$ cat config.mk
export PLATFORM = sky130hd
export DESIGN_NAME = traffic_ctrl_core_flat
export DESIGN_NICKNAME = d
export VERILOG_FILES = /design/src/rtl/traffic_ctrl_core_pkg.sv /design/src/rtl/traffic_ctrl_core_if.sv /design/src/rtl/traffic_ctrl_core_debounce.sv /design/src/rtl/traffic_ctrl_core_divider.sv /design/src/rtl/traffic_ctrl_core.sv /design/src/flat_wrapper.sv
export SDC_FILE = /design/constraint.sdc
export NUM_CORES = 1
export LEC_CHECK = 0
export CAP_MARGIN = 10
export CORE_AREA = 10 10 82 84
export DETAILED_ROUTE_END_ITERATION = 16
export DIE_AREA = 0 0 92 94
export PLACE_DENSITY = 0.72
export SKIP_CTS_REPAIR_TIMING = 1
export SLEW_MARGIN = 20
export SYNTH_ARGS = -nofsm -noshare
export SYNTH_HDL_FRONTEND = slang
export SYNTH_SLANG_ARGS = --single-unit
$ cat constraint.sdc
create_clock -name clk -period 2.36 [get_ports clk]
set_input_delay 0.708 -clock clk [delete_from_list [all_inputs] [get_ports clk]]
set_output_delay 0.708 -clock clk [all_outputs]
set_load 0.05 [all_outputs]
$ cat src/rtl/traffic_ctrl_core_pkg.sv
// Shared types and constants for the traffic-light controller core:
// state encodings, timer interval codes, light patterns and decode helpers.
package traffic_ctrl_core_pkg;

   typedef logic [2:0] state_t;

   // State encoding; values are fixed so external tools decoding state stay valid.
   localparam state_t MAIN_G1 = 3'd0;
   localparam state_t MAIN_G2 = 3'd1;
   localparam state_t MAIN_Y  = 3'd2;
   localparam state_t WALK    = 3'd3;
   localparam state_t SIDE_G1 = 3'd4;
   localparam state_t SIDE_G2 = 3'd5;
   localparam state_t SIDE_Y  = 3'd6;

   // Timer interval select codes.
   localparam logic [1:0] T_BASE = 2'b00;
   localparam logic [1:0] T_EXT  = 2'b01;
   localparam logic [1:0] T_YEL  = 2'b10;

   // Light patterns {main_R, main_Y, main_G, side_R, side_Y, side_G, walk}.
   localparam logic [6:0] L_MAIN_G = 7'b0011000;
   localparam logic [6:0] L_MAIN_Y = 7'b0101000;
   localparam logic [6:0] L_WALK   = 7'b1001001;
   localparam logic [6:0] L_SIDE_G = 7'b1000010;
   localparam logic [6:0] L_SIDE_Y = 7'b1000100;

   function automatic logic [6:0] state_lights(state_t s);
      case (s)
         MAIN_Y:           return L_MAIN_Y;
         WALK:             return L_WALK;
         SIDE_G1, SIDE_G2: return L_SIDE_G;
         SIDE_Y:           return L_SIDE_Y;
         default:          return L_MAIN_G;
      endcase
   endfunction

   function automatic logic [1:0] state_interval(state_t s);
      case (s)
         MAIN_Y, SIDE_Y: return T_YEL;
         WALK, SIDE_G2:  return T_EXT;
         default:        return T_BASE;
      endcase
   endfunction

endpackage

$ cat src/rtl/traffic_ctrl_core_if.sv
// Timer / walk-register link of the traffic controller core.
// master = the core, slave = external interval timer and walk register.
interface traffic_ctrl_core_if;
   logic       expired;
   logic       WR_Out;
   logic       start_timer;
   logic [1:0] interval;
   logic       WR_Reset;

   modport master (input expired, input WR_Out,
                   output start_timer, output interval, output WR_Reset);
   modport slave  (output expired, output WR_Out,
                   input start_timer, input interval, input WR_Reset);
endinterface

$ cat src/rtl/traffic_ctrl_core_debounce.sv
// Two-flop synchronizer followed by a stability counter. The output only
// follows the synchronized input after DEB_DELAY consecutive cycles at a
// value different from the current output.
module traffic_ctrl_core_debounce #(
   parameter int DEB_DELAY = 16
) (
   input  logic clk,
   input  logic g_reset,
   input  logic raw,
   output logic clean
);
   localparam int CW = (DEB_DELAY > 1) ? $clog2(DEB_DELAY) : 1;
   localparam logic [CW-1:0] LAST = CW'(DEB_DELAY - 1);

   logic          s1, s2;
   logic [CW-1:0] cnt;

   // Synchronize, then count cycles the synchronized value disagrees with the output.
   // A return to agreement (any change of s2 while counting) restarts the count.
   always_ff @(posedge clk) begin
      if (g_reset) begin
         s1    <= 1'b0;
         s2    <= 1'b0;
         cnt   <= '0;
         clean <= 1'b0;
      end else begin
         s1 <= raw;
         s2 <= s1;
         if (s2 == clean) begin
            cnt <= '0;
         end else if (cnt == LAST) begin
            cnt   <= '0;
            clean <= s2;
         end else begin
            cnt <= cnt + 1'b1;
         end
      end
   end
endmodule

$ cat src/rtl/traffic_ctrl_core_divider.sv
// Free-running modulo-DIV_COUNT counter producing a one-cycle enable on
// its terminal count.
module traffic_ctrl_core_divider #(
   parameter int DIV_COUNT = 27000000
) (
   input  logic clk,
   input  logic g_reset,
   output logic one_hz_enable
);
   localparam int CW = $clog2(DIV_COUNT);
   localparam logic [CW-1:0] LAST = CW'(DIV_COUNT - 1);

   logic [CW-1:0] cnt;

   // Count 0..DIV_COUNT-1 and wrap.
   always_ff @(posedge clk) begin
      if (g_reset)         cnt <= '0;
      else if (cnt == LAST) cnt <= '0;
      else                  cnt <= cnt + 1'b1;
   end

   assign one_hz_enable = (cnt == LAST);
endmodule

$ cat src/rtl/traffic_ctrl_core.sv
// Traffic-light controller core: input debouncing, 1 Hz divider and the
// light-sequencing FSM that drives the lights and commands the interval timer.
module traffic_ctrl_core
   import traffic_ctrl_core_pkg::*;
#(
   parameter int DEB_DELAY = 16,
   parameter int DIV_COUNT = 27000000
) (
   input  logic                clk,
   input  logic                g_reset,
   input  logic                sensor_in,
   input  logic                walk_in,
   input  logic                reprogram_in,
   traffic_ctrl_core_if.master tmr,
   output logic                sensor_sync,
   output logic                WR_Sync,
   output logic                prog_sync,
   output logic                one_hz_enable,
   output logic [6:0]          lights
);
   localparam int NUM_IN = 3;

   logic [NUM_IN-1:0] raw, clean;
   state_t            state, nxt;
   logic              entry;      // first cycle of the current state
   logic              walk_entry; // first cycle of WALK

   assign raw = {reprogram_in, walk_in, sensor_in};

   for (genvar i = 0; i < NUM_IN; i++) begin : g_deb
      traffic_ctrl_core_debounce #(.DEB_DELAY(DEB_DELAY)) u_deb (
         .clk     (clk),
         .g_reset (g_reset),
         .raw     (raw[i]),
         .clean   (clean[i])
      );
   end

   assign {prog_sync, WR_Sync, sensor_sync} = clean;

   traffic_ctrl_core_divider #(.DIV_COUNT(DIV_COUNT)) u_div (
      .clk           (clk),
      .g_reset       (g_reset),
      .one_hz_enable (one_hz_enable)
   );

   // Successor state taken when the timer expires.
   always_comb begin
      nxt = MAIN_G1;
      case (state)
         MAIN_G1: nxt = sensor_sync ? MAIN_Y : MAIN_G2;
         MAIN_G2: nxt = MAIN_Y;
         MAIN_Y:  nxt = tmr.WR_Out ? WALK : SIDE_G1;
         WALK:    nxt = SIDE_G1;
         SIDE_G1: nxt = sensor_sync ? SIDE_G2 : SIDE_Y;
         SIDE_G2: nxt = SIDE_Y;
         default: nxt = MAIN_G1;
      endcase
   end

   // State register. Reset re-enters MAIN_G1 so its start pulse follows release;
   // reprogram parks in MAIN_G1 without an entry pulse since start_timer is
   // already held by prog_sync. Expiry coinciding with an entry is ignored.
   always_ff @(posedge clk) begin
      if (g_reset) begin
         state      <= MAIN_G1;
         entry      <= 1'b1;
         walk_entry <= 1'b0;
      end else if (prog_sync) begin
         state      <= MAIN_G1;
         entry      <= 1'b0;
         walk_entry <= 1'b0;
      end else if (tmr.expired && !entry) begin
         state      <= nxt;
         entry      <= 1'b1;
         walk_entry <= (nxt == WALK);
      end else begin
         entry      <= 1'b0;
         walk_entry <= 1'b0;
      end
   end

   // Reset gates the pulses combinationally so a pending one never escapes.
   assign tmr.start_timer = !g_reset && (entry || prog_sync);
   assign tmr.WR_Reset    = !g_reset && walk_entry;
   assign tmr.interval    = state_interval(state);
   assign lights          = state_lights(state);

endmodule

$ cat src/flat_wrapper.sv
// flat-port wrapper written by rule: the top's interface ports become plain ports
module traffic_ctrl_core_flat import traffic_ctrl_core_pkg::*;
#(
   parameter int DEB_DELAY = 16,
   parameter int DIV_COUNT = 27000000
)
  (clk, g_reset, sensor_in, walk_in, reprogram_in, sensor_sync, WR_Sync, prog_sync, one_hz_enable, lights, tmr_expired, tmr_WR_Out, tmr_start_timer, tmr_interval, tmr_WR_Reset);
  traffic_ctrl_core_if tmr_i ();
  input  logic clk;
  input  logic g_reset;
  input  logic sensor_in;
  input  logic walk_in;
  input  logic reprogram_in;
  output logic sensor_sync;
  output logic WR_Sync;
  output logic prog_sync;
  output logic one_hz_enable;
  output logic [6:0] lights;
  input wire logic [$bits(tmr_i.expired)-1:0] tmr_expired;
  input wire logic [$bits(tmr_i.WR_Out)-1:0] tmr_WR_Out;
  output wire logic [$bits(tmr_i.start_timer)-1:0] tmr_start_timer;
  output wire logic [$bits(tmr_i.interval)-1:0] tmr_interval;
  output wire logic [$bits(tmr_i.WR_Reset)-1:0] tmr_WR_Reset;
  assign tmr_i.expired = tmr_expired;
  assign tmr_i.WR_Out = tmr_WR_Out;
  assign tmr_start_timer = tmr_i.start_timer;
  assign tmr_interval = tmr_i.interval;
  assign tmr_WR_Reset = tmr_i.WR_Reset;
  traffic_ctrl_core #(.DEB_DELAY(DEB_DELAY), .DIV_COUNT(DIV_COUNT)) u_core (.clk(clk), .g_reset(g_reset), .sensor_in(sensor_in), .walk_in(walk_in), .reprogram_in(reprogram_in), .tmr(tmr_i), .sensor_sync(sensor_sync), .WR_Sync(WR_Sync), .prog_sync(prog_sync), .one_hz_enable(one_hz_enable), .lights(lights));
endmodule
==> qor.yml, run 1 <==
status: "finished, violations left"
violations: "negative setup slack"
placedCellCount: 348
cp_max_fo: 5
grt_max_degree: 18
synth.avg_cell_area_um2: 8.95
synth_compound_area_share_pct: 8.60
setup.worst_path.start: "u_core.u_div.cnt[0]"
crit_type: "reg2out"
area_delta_synth_final_pct: 27.6
start_util_pct: 44.5
stdcell_area_um2: 2880
drt-initial-drc-count: 44
seq_area_frac_synth_pct: 45.3
fin_cells: 358
postLayoutCoreUtil_pct: 56.7
drcViolationCount: 0
maxSlewViolCount: 0
vias: 1818
gr-total-overflow: 0
syn-cell-area_um2: 2260
cp-start-kind: "flip-flop"
clock_skew_ps: 11.9
hold_viol: 0
clockBufferDepth: 2
die_h_um: 94
dp_hpwl_mm: 3.33
synth-edff-count: 0
min-delay-start: "u_core.g_deb[2].u_deb.s1"
setup_slack_ps: -36.9
ys.flop_type: "dfxtp_1"
syn_nets: 263
synth-seq-cells: 51
firstDrtPassIters: 4
yosysWarningCount: 0
die_w_um: 92
muxShareOfSynthArea_pct: 1.77
r2r-start: "u_core.u_div.cnt[4]"
syn_inst: 252
maxCapViolCount: 0
grt_pass1_wl_mm: 7.65
synthArstFlopShare_pct: 0
routed_wl_mm: 4.51
clk_pin_slew_ps: 90
worstSkewPairLatency_ps: 300
fin_crit_ps: 2400
placed_area_um2: 2730
die_area_um2: 8650
cts_root_buf: "clkbuf_8"
synth_xor_area_share_pct: 9.32
antennaDiodeCount: 0
grt_pass1_vias: 1758
htree_levels: 2
ir_worst_vdd_uv: 272
power_density_nw_per_um2: 558
dr_wl_met2_mm: 2.29
wire_per_inst_um: 12.6
worst_pin_slew_ps: 499
yosys.area_share.simple_pct: 29.0
synth_top_family_by_area: "simple AND/OR/NAND/NOR gates"
hp-class: "reg2reg"
power.leakage_nw: 1.10
layout-drive-gt1-share_pct: 19.8
clock.fmax_mhz: 417
layout.nets: 299
place_congestion: 0.787
ant_nets: 0
worstPathRequired_ps: 1650
top_layer: "met4"
netlist-cell-type-count: 38
met3_length_um: 126
cp-end-kind: "primary output"
drt-met1-wl_mm: 2.04
grtUsageTotal_pct: 10.7
antenna_found_initial: 0
routed_via_density: 5.08
rows: 26
arrival_ps: 1690
ios: 22
grt_setup_unrepaired: "true"
cts_tree: "done"
period_share_pct: 102
synth-adder-area-share_pct: 2.22
coreArea_um2: 5070
setup_viol: 1
relSlewSlack_pct: 66.6
clock-sinks: 51
io_buffers: 21
cts_buffers: 5
power.total_w: 0.00161
-- sequential cells by signal (all words and copies together), names as in the netlist --
register and flops:
u_core.g_deb.u_deb.cnt 12, u_core.g_deb.u_deb.s1 3, u_core.u_div.cnt 25, u_core.g_deb.u_deb.clean 3, u_core.state 3, u_core.walk_entry 1, u_core.entry 1, u_core.g_deb.u_deb.s2 3
-- critical path, stage by stage, from the launching register on --
cell,delay [ps]
dfxtp_4,380
ha_4,140
nand3_2,70
or3_4,410
nor4_4,210
buf_12,180
-- layout by cell type (no fill, tap or decap), drive strengths merged, types with 3 or more instances in the layout --
master / count
xor2: 15
nand4: 9
inv: 11
ha: 4
or3: 8
and3: 3
nor2: 36
nand2b: 3
o31ai: 4
nor2b: 12
buf: 30
clkbuf: 6
dfxtp: 51
a21oi: 11
nand3: 17
nor3: 4
xnor2: 9
nand2: 11
clkdlybuf4s50: 8
or4: 7
mux2i: 4
and2: 3
and4: 5
o21ai: 7
-- report_power, final --
part / switching, W / internal [W] / leakage [nW]
Combinational: 0.0000694 / 0.0000622 / 0.631
Clock: 0.000276 / 0.000311 / 0.0513
Sequential: 0.0000142 / 0.000875 / 0.415
Total: 0.000360 / 0.00125 / 1.10
-- cells in the mapped netlist (2+ instances only) --
library cell,n,area [um2]
and2_1,3,18.8
inv_1,11,41.3
or3_1,5,31.3
or4_4,2,22.5
nor2b_1,12,75.1
dfxtp_1,51,1020
o31ai_1,4,30.0
mux2i_1,4,40.0
ha_1,4,50.1
clkbuf_1,4,15.0
nand2b_1,3,18.8
and4_1,4,35.0
nor4_1,2,12.5
nand4_1,9,56.3
and3_1,3,18.8
or3_2,3,22.5
o21ai_0,7,35.0
a21oi_1,10,50.1
nand2_1,11,41.3
nand3_1,16,80.1
nor2_1,36,135
xnor2_1,9,78.8
or4_1,5,37.5
nor3_1,4,20.0
buf_2,3,15.0
xor2_1,15,131
-- metrics by stage --
stage | hold slack (ps) | setup WS [ps] | setup TNS [ps]
after floorplan | 414 | -18.1 | -18.1
after global placement | 421 | 107 | 0
after detailed placement | 425 | 84.8 | 0
after CTS | 447 | -211 | -211
after global routing | 455 | -102 | -102
final | 444 | -36.9 | -36.9
-- per-layer routing --
layer,vias up,GRT usage [%]
li1,940,-
met3,5,3.44
met1,856,10.9
met4,0,4.11
met5,-,0
met2,17,19.8
-- cell type report --
cell class                      count  area [um2]
Clock buffer                        6        72.6
Clock inverter                      1        30.0
Fill cell                         461        2200
Inverter                           11        41.3
Multi-Input combinational cell    181        1210
Sequential cell                    51        1030
Tap cell                           70        87.6
Timing Repair Buffer               38         405
-- logic make-up (layout without fill, tap and decap cells) --
logic type / Yosys count / after routing
AND/OR/NAND/NOR: 121 / 121
flip-flops: 51 / 51
AO/OA/AOI/OAI: 28 / 28
XOR/XNOR: 24 / 24
buffers and inverters: 20 / 56
adder cells (fa/ha/maj): 4 / 4
multiplexers: 4 / 4
-- path summary, 6_finish.rpt --
check / cells after the start / slack (ps) / endpoint
max: 5 / -40 / one_hz_enable
min reg2reg: 1 / 440 / u_core.g_deb[2].u_deb.s2
max reg2reg: 5 / 370 / u_core.u_div.cnt[19]
min: 1 / 440 / u_core.g_deb[2].u_deb.s2
Power figures use the tool's default switching activity.
==> inputs of run 2 (changes only) <==
- CTS_BUF_LIST: unset -> sky130_fd_sc_hd__clkbuf_16
==> qor.yml, run 2 (synthesis results as in run 1) <==
fin_crit_ps: 2370  # -24.0 ps
period_share_pct: 101  # -1.0 points
worst_pin_slew_ps: 499  # +0.00399 ps
setup_viol: 1  # unchanged
wire_per_inst_um: 12.7  # +0.40%
power_density_nw_per_um2: 617  # +11%
mostFrequentLayoutCell: "dfxtp_1"
violations: "negative setup slack"
placed_area_um2: 2730  # unchanged
grt_setup_unrepaired: "true"
clock_skew_ps: 12.0  # +0.143 ps
firstDrtPassIters: 4  # unchanged
worstSkewPairLatency_ps: 290  # about the same
start_util_pct: 44.5  # unchanged
setup_tns_ps: -12.8  # +24.0 ps
vias: 1831  # +0.72%
path_delay_family: "simple AND/OR/NAND/NOR gates"
cts_root_buf: "clkbuf_16"
cp_max_fo: 3  # -2
grtUsageTotal_pct: 10.8  # +0.17 points
postLayoutCoreUtil_pct: 57.8  # +1.1 points
fin_cells: 358  # unchanged
stdcell_area_um2: 2940  # +2.0%
multiInputGateArea_um2: 1210  # unchanged
io_buffers: 21  # unchanged
crit_type: "reg2out"
grt_max_degree: 18  # unchanged
ios: 22  # unchanged
die_area_um2: 8650  # unchanged
drcViolationCount: 0  # unchanged
hold_viol: 0  # unchanged
cp-end-kind: "primary output"
cts_tree: "done"
worstPathCellList: "ha_4, nand3_2, or3_4, nor4_4, buf_12"
registers.top_by_ff_count: "u_core.u_div.cnt"
cpPeakStageDelay_ps: 410  # about the same
worstPathRequired_ps: 1650  # about the same
cts_buffers: 5  # unchanged
place_congestion: 0.787  # unchanged
status: "finished, violations left"
fin_hold_ws_ps: 438  # -5.56 ps
routed_via_density: 5.11  # +0.72%
ir_worst_vdd_uv: 331  # +22%
maxSlewViolCount: 0  # unchanged
htree_levels: 2  # unchanged
power.leakage_nw: 1.13  # +2.7%
die_w_um: 92  # unchanged
hp-class: "reg2reg"
cp-start-kind: "flip-flop"
crit_slowest_cell: "or3_4"
coreArea_um2: 5070  # unchanged
clock.fmax_mhz: 421  # +1.0%
reg2reg_depth: 5  # unchanged
worstHoldPathCells: 1  # unchanged
layout.nets: 299  # unchanged
ant_nets: 0  # unchanged
area_delta_synth_final_pct: 30.1
largestRegisters: "u_core.u_div.cnt: 25 flops, u_core.g_deb.u_deb.cnt: 12 flops"
layout-drive-gt1-share_pct: 19.8  # unchanged
maxCapViolCount: 0  # unchanged
routed_wl_mm: 4.53  # +0.40%
worst-path-stages: 5  # unchanged
dp_hpwl_mm: 3.33  # unchanged
drt-initial-drc-count: 66  # +50%
gr-total-overflow: 0  # unchanged
die_h_um: 94  # unchanged
regArea_um2: 1030  # unchanged
relSlewSlack_pct: 66.6  # about the same
grt_pass1_vias: 1771  # +0.74%
antennaDiodeCount: 0  # unchanged
rows: 26  # unchanged
crit_buf_inv: 1  # unchanged
largest_register_ff_count: 25  # unchanged
clockBufferDepth: 2  # unchanged
arrival_ps: 1660  # -30 ps
clock-sinks: 51  # unchanged
final_cell_mix: "dfxtp_1, nor2_1, buf_4"
clk_pin_slew_ps: 70  # -20 ps
setup_slack_ps: -12.8  # +24.0 ps
grt_pass1_wl_mm: 7.75  # +1.3%
final.fill_count: 457  # -0.87%
placedCellCount: 348  # unchanged
antenna_found_initial: 0  # unchanged
-- run 2: power breakdown --
part           leakage [nW]  switching [W]  total (W)  internal [W]
Combinational         0.631      0.0000694   0.000132     0.0000623
Clock                0.0811       0.000300   0.000791      0.000491
Sequential            0.415      0.0000142   0.000890      0.000875
Total                  1.13       0.000384    0.00181       0.00143
-- run 2: layout make-up --
cell class	count	share of cell area, %
clock buffers	5	4.26
multi-input cells	181	41.3
flip-flops and latches	51	35.1
repair buffers	38	13.8
clock inverters	2	1.15
inverters	11	1.41
well taps	70	2.98
-- run 2: routing by layer --
layer / vias up / track usage (%) / share of wire [%]
met5: - / 0 / 0
met4: 0 / 4.63 / 1.7
met1: 849 / 11.2 / 44
met3: 6 / 3.44 / 4.1
met2: 33 / 19.8 / 51
li1: 943 / - / -
-- run 2: final timing paths --
check / start / to / slack, ps
hold reg to reg: u_core.g_deb[2].u_deb.s1 / u_core.g_deb[2].u_deb.s2 / 440
hold / removal: u_core.g_deb[2].u_deb.s1 / u_core.g_deb[2].u_deb.s2 / 440
setup / recovery: u_core.u_div.cnt[1] / one_hz_enable / -10
setup reg to reg: u_core.u_div.cnt[4] / u_core.u_div.cnt[21] / 370
-- run 2: through the flow --
step	total power [W]	setup slack [ps]
2_1_floorplan	0.000980	-18.1
3_3_place_gp	0.00103	107
3_5_place_dp	0.00104	84.8
4_1_cts	0.00182	-191
5_1_grt	0.00187	-77.6
6_report	0.00181	-12.8
==> inputs of run 3 (changes only) <==
- CORE_AREA: 10 10 82 84 -> 10 10 112 64
- DIE_AREA: 0 0 92 94 -> 0 0 122 74
- PLACE_DENSITY: 0.72 -> 0.74
- clock period: 2.36 -> 2 ns (I/O delays scaled with it)
==> qor.yml, run 3 (synthesis results as in run 1) <==
status: "finished, violations left"
violations: "negative setup slack"
drt-initial-drc-count: 112  # +70%
coreArea_um2: 5250  # +3.5%
worstPathCellList: "ha_4, nand3_4, or3_4, nor4_4, buf_12"
clk_pin_slew_ps: 60  # about the same
cts_root_buf: "clkbuf_16"
cpPeakStageDelay_ps: 410  # about the same
grt_max_degree: 21  # +3
wire_per_inst_um: 14.8  # +17%
die_h_um: 74  # -21%
gr-total-overflow: 0  # unchanged
setup_viol: 1  # unchanged
routed_wl_mm: 5.61  # +24%
relSlewSlack_pct: 77.6  # +11 points
maxSlewViolCount: 0  # unchanged
layout-drive-gt1-share_pct: 27.8  # +8.0 points
io_buffers: 21  # unchanged
die_w_um: 122  # +33%
htree_levels: 2  # unchanged
multiInputGateArea_um2: 1260  # +4.1%
ir_worst_vdd_uv: 419  # +27%
maxCapViolCount: 0  # unchanged
final.fill_count: 424  # -7.2%
setup_slack_ps: -339  # -326 ps
cp-start-kind: "flip-flop"
antenna_found_initial: 0  # unchanged
cp-end-kind: "primary output"
regArea_um2: 1030  # -0.24%
preCtsSetupSlack_ps: -78.3  # -163 ps
arrival_ps: 1740  # +80 ps
layout.nets: 316  # +5.7%
grtUsageTotal_pct: 12.8  # +1.9 points
ant_nets: 0  # unchanged
drcViolationCount: 0  # unchanged
ios: 22  # unchanged
clock.fmax_mhz: 428
hold_viol: 0  # unchanged
dp_hpwl_mm: 4.14  # +24%
worstPathRequired_ps: 1400  # -250 ps
fin_crit_ps: 2340
power.leakage_nw: 1.26  # +12%
worst-path-stages: 5  # unchanged
fin_hold_ws_ps: 438  # -0.208 ps
clock-sinks: 51  # unchanged
firstDrtPassIters: 4  # unchanged
largestRegisters: "u_core.u_div.cnt: 25 flops, u_core.g_deb.u_deb.cnt: 12 flops"
rows: 19  # -27%
worstSkewPairLatency_ps: 290  # about the same
crit_slowest_cell: "or3_4"
reg2reg_depth: 5  # unchanged
path_delay_family: "simple AND/OR/NAND/NOR gates"
die_area_um2: 9030  # +4.4%
placed_area_um2: 2950  # +8.1%
stdcell_area_um2: 3200  # +9.0%
clock_skew_ps: 2.63  # -9.42 ps
worstHoldPathCells: 1  # unchanged
worst_pin_slew_ps: 336  # -163 ps
mostFrequentLayoutCell: "dfxtp_1"
grt_pass1_vias: 1914  # +8.1%
registers.top_by_ff_count: "u_core.u_div.cnt"
grt_setup_unrepaired: "true"
routed_via_density: 5.18  # +1.3%
start_util_pct: 42.9  # -1.5 points
cts_buffers: 5  # unchanged
power.total_w: 0.00232  # +28%
cts_tree: "done"
antennaDiodeCount: 0  # unchanged
crit_buf_inv: 1  # unchanged
final_cell_mix: "dfxtp_1, buf_4, nor2_1"
setup_tns_ps: -339  # -326 ps
hp-class: "reg2reg"
power_density_nw_per_um2: 726  # +18%
crit_type: "reg2out"
place_congestion: 0.906  # +15%
grt_pass1_wl_mm: 9.29  # +20%
clockBufferDepth: 2  # unchanged
largest_register_ff_count: 25  # unchanged
area_delta_synth_final_pct: 41.9
period_share_pct: 117
cp_max_fo: 2  # -1
vias: 1964  # +7.3%
-- run 3: changes by cell type in the layout (fill, tap and decap cells not counted), moves of 2 or more --
cell             previous run  this run
buf_4                      22        35
buf_12                      8        13
dfxtp_2                     1         5
clkdlybuf4s50_1             8         5
dfxtp_1                    48        46
dfxtp_4                     2         0
-- run 3: final cells by class --
type,instances,share of cell area [%]
Timing Repair Buffer,54,18.3
Clock inverter,3,2.11
Multi-Input combinational cell,182,39.4
Sequential cell,51,32.1
Tap cell,73,2.85
Clock buffer,5,3.91
Inverter,11,1.29
-- run 3: path summary, 6_finish.rpt --
check                           startpoint                        to  slack [ps]
setup reg to reg       u_core.u_div.cnt[5]      u_core.u_div.cnt[21]          20
hold / removal    u_core.g_deb[2].u_deb.s1  u_core.g_deb[2].u_deb.s2         440
hold reg to reg   u_core.g_deb[2].u_deb.s1  u_core.g_deb[2].u_deb.s2         440
setup / recovery       u_core.u_div.cnt[1]             one_hz_enable        -340
-- run 3: metal layers --
layer | wire length (um) | vias to the layer above | global-route usage [%]
met5 | 0 | - | 0
li1 | - | 985 | -
met3 | 338 | 9 | 3.40
met1 | 2790 | 922 | 17.8
met2 | 2380 | 48 | 18.1
met4 | 101 | 0 | 5.39
-- run 3: metrics by stage --
stage / utilization, % / cells
final: 60.9 / 379
after global routing: 60.9 / 379
after CTS: 59.9 / 376
after detailed placement: 56.2 / 368
after global placement: 56.2 / 368
after floorplan: - / 252
-- run 3: power breakdown --
part / internal (W) / total (W) / switching, W / leakage [nW]
combinational: 0.0000887 / 0.000186 / 0.0000976 / 0.752
clock: 0.000716 / 0.00109 / 0.000372 / 0.0900
sequential: 0.00103 / 0.00105 / 0.0000133 / 0.415
total: 0.00184 / 0.00232 / 0.000483 / 1.26
